File: config.mk
export PLATFORM = sky130hd
export DESIGN_NAME = ram_arbiter
export DESIGN_NICKNAME = d
export VERILOG_FILES = /design/src/rtl/ram_arb_pkg.sv /design/src/rtl/ram_arb_pick.sv /design/src/rtl/ram_arbiter.sv
export SDC_FILE = /design/constraint.sdc
export NUM_CORES = 1
export LEC_CHECK = 0
export ABC_CLOCK_PERIOD_IN_PS = 2500
export CORE_MARGIN = 4
export CORE_UTILIZATION = 25
export DETAILED_ROUTE_END_ITERATION = 16
export PLACE_DENSITY = 0.53
export SYNTH_ARGS = -nofsm -noshare
export SYNTH_HDL_FRONTEND = slang
export SYNTH_SLANG_ARGS = --single-unit
File: constraint.sdc
create_clock -name clk -period 2.5 [get_ports clk]
set_input_delay 0.5 -clock clk [delete_from_list [all_inputs] [get_ports clk]]
set_output_delay 0.5 -clock clk [all_outputs]
set_load 0.05 [all_outputs]
File: src/rtl/ram_arb_pkg.sv
// ram_arb_pkg
// Shared definitions for the two-port Ram arbiter:
//   - arb_state_t : FSM state encoding (IDLE, ACCESS, DONE)
//   - AW_DEF/DW_DEF : default address/data widths of the 16x8 Ram
//   - PORT_A/PORT_B : requester ids used for grants and the RR pointer
package ram_arb_pkg;

  localparam int AW_DEF = 4;
  localparam int DW_DEF = 8;

  localparam logic PORT_A = 1'b0;
  localparam logic PORT_B = 1'b1;

  typedef enum logic [1:0] {
    IDLE   = 2'b00,
    ACCESS = 2'b01,
    DONE   = 2'b10
  } arb_state_t;

endpackage

File: src/rtl/ram_arb_pick.sv
// ram_arb_pick
// Combinational winner selection between the two requesters.
// Build option: RAM_ARB_RR_EN selects round-robin on conflict; otherwise
// port A always wins a conflict and last_served is ignored.
// Ports:
//   a_req, b_req  in  pending requests from port A / port B
//   last_served   in  id of the port granted most recently
//   grant_valid   out at least one request is pending
//   grant_id      out id of the winning port (PORT_A/PORT_B)
module ram_arb_pick
  import ram_arb_pkg::*;
(
  input  logic a_req,
  input  logic b_req,
  input  logic last_served,
  output logic grant_valid,
  output logic grant_id
);

  // A lone request is granted directly; only a conflict consults the policy.
  always_comb begin
    grant_valid = a_req | b_req;
    grant_id    = PORT_A;
`ifdef RAM_ARB_RR_EN
    if (a_req && b_req) begin
      grant_id = (last_served == PORT_A) ? PORT_B : PORT_A;
    end else if (b_req) begin
      grant_id = PORT_B;
    end
`else
    if (!a_req && b_req) begin
      grant_id = PORT_B;
    end
`endif
  end

`ifndef RAM_ARB_RR_EN
  // Fixed priority has no use for the pointer.
  logic w_unusedLastServed;
  assign w_unusedLastServed = last_served;
`endif

endmodule

File: src/rtl/ram_arbiter.sv
// ram_arbiter
// Serialises read/write requests from two requesters (A = CPU datapath,
// B = loader/DMA) onto one single-port Ram (sync write, comb read).
// Each access takes IDLE -> ACCESS -> DONE, acking the winner in DONE.
// Build option: RAM_ARB_RR_EN enables round-robin arbitration on conflict
// (default: fixed A priority, no pointer register).
// Ports:
//   clk, reset (sync, active-low)
//   a_req/a_we/a_addr/a_wdata in, a_ack/a_rdata out   port A
//   b_req/b_we/b_addr/b_wdata in, b_ack/b_rdata out   port B
//   MemWrite/MemRead/Address/WriteData out, MemData_out in   Ram side
//   busy out   high whenever the FSM is not IDLE
module ram_arbiter
  import ram_arb_pkg::*;
#(
  parameter int AW = AW_DEF,
  parameter int DW = DW_DEF
) (
  input  logic          clk,
  input  logic          reset,
  input  logic          a_req,
  input  logic          a_we,
  input  logic [AW-1:0] a_addr,
  input  logic [DW-1:0] a_wdata,
  output logic          a_ack,
  output logic [DW-1:0] a_rdata,
  input  logic          b_req,
  input  logic          b_we,
  input  logic [AW-1:0] b_addr,
  input  logic [DW-1:0] b_wdata,
  output logic          b_ack,
  output logic [DW-1:0] b_rdata,
  output logic          MemWrite,
  output logic          MemRead,
  output logic [AW-1:0] Address,
  output logic [DW-1:0] WriteData,
  input  logic [DW-1:0] MemData_out,
  output logic          busy
);

  arb_state_t    r_state;
  arb_state_t    w_nextState;
  logic          r_winner;
  logic          r_memWrite;
  logic          r_memRead;
  logic [AW-1:0] r_address;
  logic [DW-1:0] r_writeData;
  logic          r_aAck;
  logic          r_bAck;
  logic [DW-1:0] r_aRdata;
  logic [DW-1:0] r_bRdata;
  logic          w_lastServed;
  logic          w_grantValid;
  logic          w_grantId;

`ifdef RAM_ARB_RR_EN
  logic r_lastServed;
  assign w_lastServed = r_lastServed;
`else
  assign w_lastServed = PORT_B;
`endif

  ram_arb_pick u_pick (
    .a_req       (a_req),
    .b_req       (b_req),
    .last_served (w_lastServed),
    .grant_valid (w_grantValid),
    .grant_id    (w_grantId)
  );

  // State register.
  always_ff @(posedge clk) begin
    if (!reset) begin
      r_state <= IDLE;
    end else begin
      r_state <= w_nextState;
    end
  end

  // Next state: arbitrate only from IDLE; DONE always returns to IDLE so
  // requesters get one edge to drop or replace their request.
  always_comb begin
    w_nextState = r_state;
    unique case (r_state)
      IDLE:    if (w_grantValid) w_nextState = ACCESS;
      ACCESS:  w_nextState = DONE;
      DONE:    w_nextState = IDLE;
      default: w_nextState = IDLE;
    endcase
  end

  // Command, ack and read-data registers. Reset aborts any access in
  // flight without an ack and clears both rdata registers.
  always_ff @(posedge clk) begin
    if (!reset) begin
      r_winner    <= PORT_A;
      r_memWrite  <= 1'b0;
      r_memRead   <= 1'b0;
      r_address   <= '0;
      r_writeData <= '0;
      r_aAck      <= 1'b0;
      r_bAck      <= 1'b0;
      r_aRdata    <= '0;
      r_bRdata    <= '0;
`ifdef RAM_ARB_RR_EN
      r_lastServed <= PORT_B;
`endif
    end else begin
      unique case (r_state)
        IDLE: begin
          r_aAck <= 1'b0;
          r_bAck <= 1'b0;
          if (w_grantValid) begin
            r_winner <= w_grantId;
            if (w_grantId == PORT_B) begin
              r_memWrite  <= b_we;
              r_memRead   <= ~b_we;
              r_address   <= b_addr;
              r_writeData <= b_wdata;
            end else begin
              r_memWrite  <= a_we;
              r_memRead   <= ~a_we;
              r_address   <= a_addr;
              r_writeData <= a_wdata;
            end
`ifdef RAM_ARB_RR_EN
            r_lastServed <= w_grantId;
`endif
          end
        end
        ACCESS: begin
          r_memWrite <= 1'b0;
          r_memRead  <= 1'b0;
          if (r_memRead) begin
            if (r_winner == PORT_A) begin
              r_aRdata <= MemData_out;
            end else begin
              r_bRdata <= MemData_out;
            end
          end
          r_aAck <= (r_winner == PORT_A);
          r_bAck <= (r_winner == PORT_B);
        end
        DONE: begin
          r_aAck <= 1'b0;
          r_bAck <= 1'b0;
        end
        default: begin
          r_aAck <= 1'b0;
          r_bAck <= 1'b0;
        end
      endcase
    end
  end

  // Write strobe is gated by reset so the Ram never commits while reset is low.
  assign MemWrite  = r_memWrite & reset;
  assign MemRead   = r_memRead;
  assign Address   = r_address;
  assign WriteData = r_writeData;
  assign a_ack     = r_aAck;
  assign b_ack     = r_bAck;
  assign a_rdata   = r_aRdata;
  assign b_rdata   = r_bRdata;
  assign busy      = (r_state != IDLE);

endmodule

==> impl_metrics.toml <==
[drt]
ant_nets = 0
drt-wirelength-per-cell_um = 13.0
vias_per_cell = 4.43
first_pass_iters = 4
vias = 1272
routed_wl_mm = 3.74
drt_iter0_drc = 52
drc = 0

[grt]
grt_max_degree = 22
grt_overflow = 0
grt_pass1_wl_mm = 6.27
grt.total_usage = 0.109
antenna_found_initial = 0
grt_pass1_vias = 1258

[clocking]
cts_max_level = 2
cts_setup_buffers = 0
numCtsBuffers = 5
clock_sinks = 35
clk_path_buf_depth = 2
clk_pin_slew_ns = 0.07
hold_buffers = 0
cts_root_buffer = "clkbuf_8"
clock_latency_ns = 0.28
cts_resized = 0
cts_tree = "yes"

[worst_setup_path]
path_max_fanout = 4
crit_arrival_ns = 1.66
crit_type = "reg2out"
cp.required_ns = 2.00
cp-start-kind = "flop"
worst-r2r-setup-slack_ns = 1.09
cp-end-kind = "primary output"

[die]
coreArea_um2 = 5610
ios = 71
num_rows = 27
die_y_um = 84.6
start_util = 0.262
design.die.area_um2 = 7160
die_x_um = 84.6

[timing]
setup_viol = 0
fin_crit_sh = 0.865
whs_ns = 0.454
finalCriticalPeriod_ns = 2.16
tightest_slew_ns = 0.597
setup_tns_ns = 0
max_slew_margin = 0.600
fmax_ghz = 0.463
skew_ns = 0.00553
rsz0062_at_grt = "false"
slew_violations = 0
final_hold_viol_count = 0

[finish]
n_fill_cell = 587
area_growth_pct = 56.0
drive_above_1_share = 0.116
nets = 253
antenna_cells = 0
utilization = 0.408

[yosys]
avgSynthCellArea_um2 = 9.98
syn-cell-area_um2 = 1470
synth.most_common_cell = "dfxtp_1"
yosys.area.top_type = "dfxtp_1"
async_reset_ff_frac = 0
synthTopCellsByArea = "dfxtp_1, mux2i_1, a211oi_2, nand3_1, a21oi_1"
syn_nets = 185
yosys_warnings = 0
ys.flop_type = "dfxtp_1"
netlist.area_leader.share = 0.477
postSynthCellCount = 147
synth_cell_type_count = 30
ys_top_cells_by_count = "dfxtp_1, nand3_1, a21oi_1, mux2i_1, o21ai_1"
ys_seq_area_frac = 0.477
synth_enable_flop_cells = 0
ys_ff_latch = 35

[placed_design]
hpwl_mm = 2.79
portBuffers = 70
place_congestion = 0.684

[power]
power_leakage_nw = 0.894
powerDensity_nw_per_um2 = 603
peakVddDrop_uv = 278

[flow_run]
maxCapViolCount = 0

[status]
status = "complete, no violations"

[min_path]
hold_class = "reg2reg"
-- cells by family after synthesis --
group                  synth area share
DFF                               0.477
buffers and inverters            0.0708
muxes                            0.0887
and+or+nand+nor                   0.157
AOI/OAI and AO/OA                 0.206
-- critical path: stages (launching register included) --
cell and delay (ns):
dfxtp_1 0.42, nor2_4 0.07, inv_2 0.09, clkdlybuf4s50_1 0.81
-- cells in the final DEF, fill, tap and decap left out --
master,n
o21ai_1,11
o32ai_1,1
or2_0,1
o21ai_0,6
nand2b_4,1
inv_1,3
a211oi_1,3
clkinv_2,1
nand3_1,17
nor2b_1,2
inv_2,1
dfxtp_1,35
nand4bb_1,1
clkdlybuf4s50_1,69
and2_1,1
nor2_4,2
nand4b_2,1
o2bb2ai_1,1
nand2_1,9
and3_1,1
buf_4,3
a211oi_2,9
buf_12,1
clkbuf_8,6
nor2_1,1
or2_1,1
a21oi_1,13
mux2i_1,13
nand3b_1,1
-- report_power, final --
| group | internal, mW | switching [mW] | leakage, nW |
|---|---|---|---|
| combinational | 0.153 | 0.210 | 0.560 |
| sequential | 0.591 | 0.0196 | 0.286 |
| clock | 0.216 | 0.192 | 0.0470 |
-- sequential cells by signal, indices dropped and copies added, names as in the netlist --
signal	count
r_state	2
a_ack	1
r_memWrite	1
b_ack	1
a_rdata	8
b_rdata	8
Address	4
WriteData	8
r_winner	1
MemRead	1
-- worst paths after layout --
kind | start | endpoint | depth (start not counted)
worst max-delay path | r_state[0] | busy | 3
worst max register to register | r_state[1] | a_rdata[0] | 3
worst min register to register | b_rdata[0] | b_rdata[0] | 2
worst min-delay path | b_rdata[0] | b_rdata[0] | 2
-- routing by layer --
layer	track usage	routed length (um)	up-vias
li1	-	-	657
met1	0.132	1700	548
met2	0.164	1530	60
met3	0.0559	451	7
met4	0.0432	53	0
met5	0	0	-
-- cell type report --
| cell class | count | area, um^2 | area share |
|---|---|---|---|
| Sequential cell | 35 | 701 | 0.306 |
| Inverter | 4 | 15.0 | 0.00656 |
| Timing Repair Buffer | 73 | 733 | 0.320 |
| Clock buffer | 6 | 82.6 | 0.0361 |
| Multi-Input combinational cell | 96 | 663 | 0.290 |
| Clock inverter | 1 | 5.00 | 0.00219 |
| Tap cell | 72 | 90.1 | 0.0393 |
-- metrics by stage --
step | worst slack (ns) | total power [mW] | cells | area, um^2
after floorplan | 0.961 | 0.850 | 147 | 1470
after global placement | 0.608 | 0.989 | 280 | 2200
after detailed placement | 0.565 | 0.990 | 280 | 2200
after CTS | 0.310 | 1.41 | 287 | 2290
after global routing | 0.261 | 1.46 | 287 | 2290
final | 0.338 | 1.38 | 287 | 2290
Power figures use the tool's default switching activity.
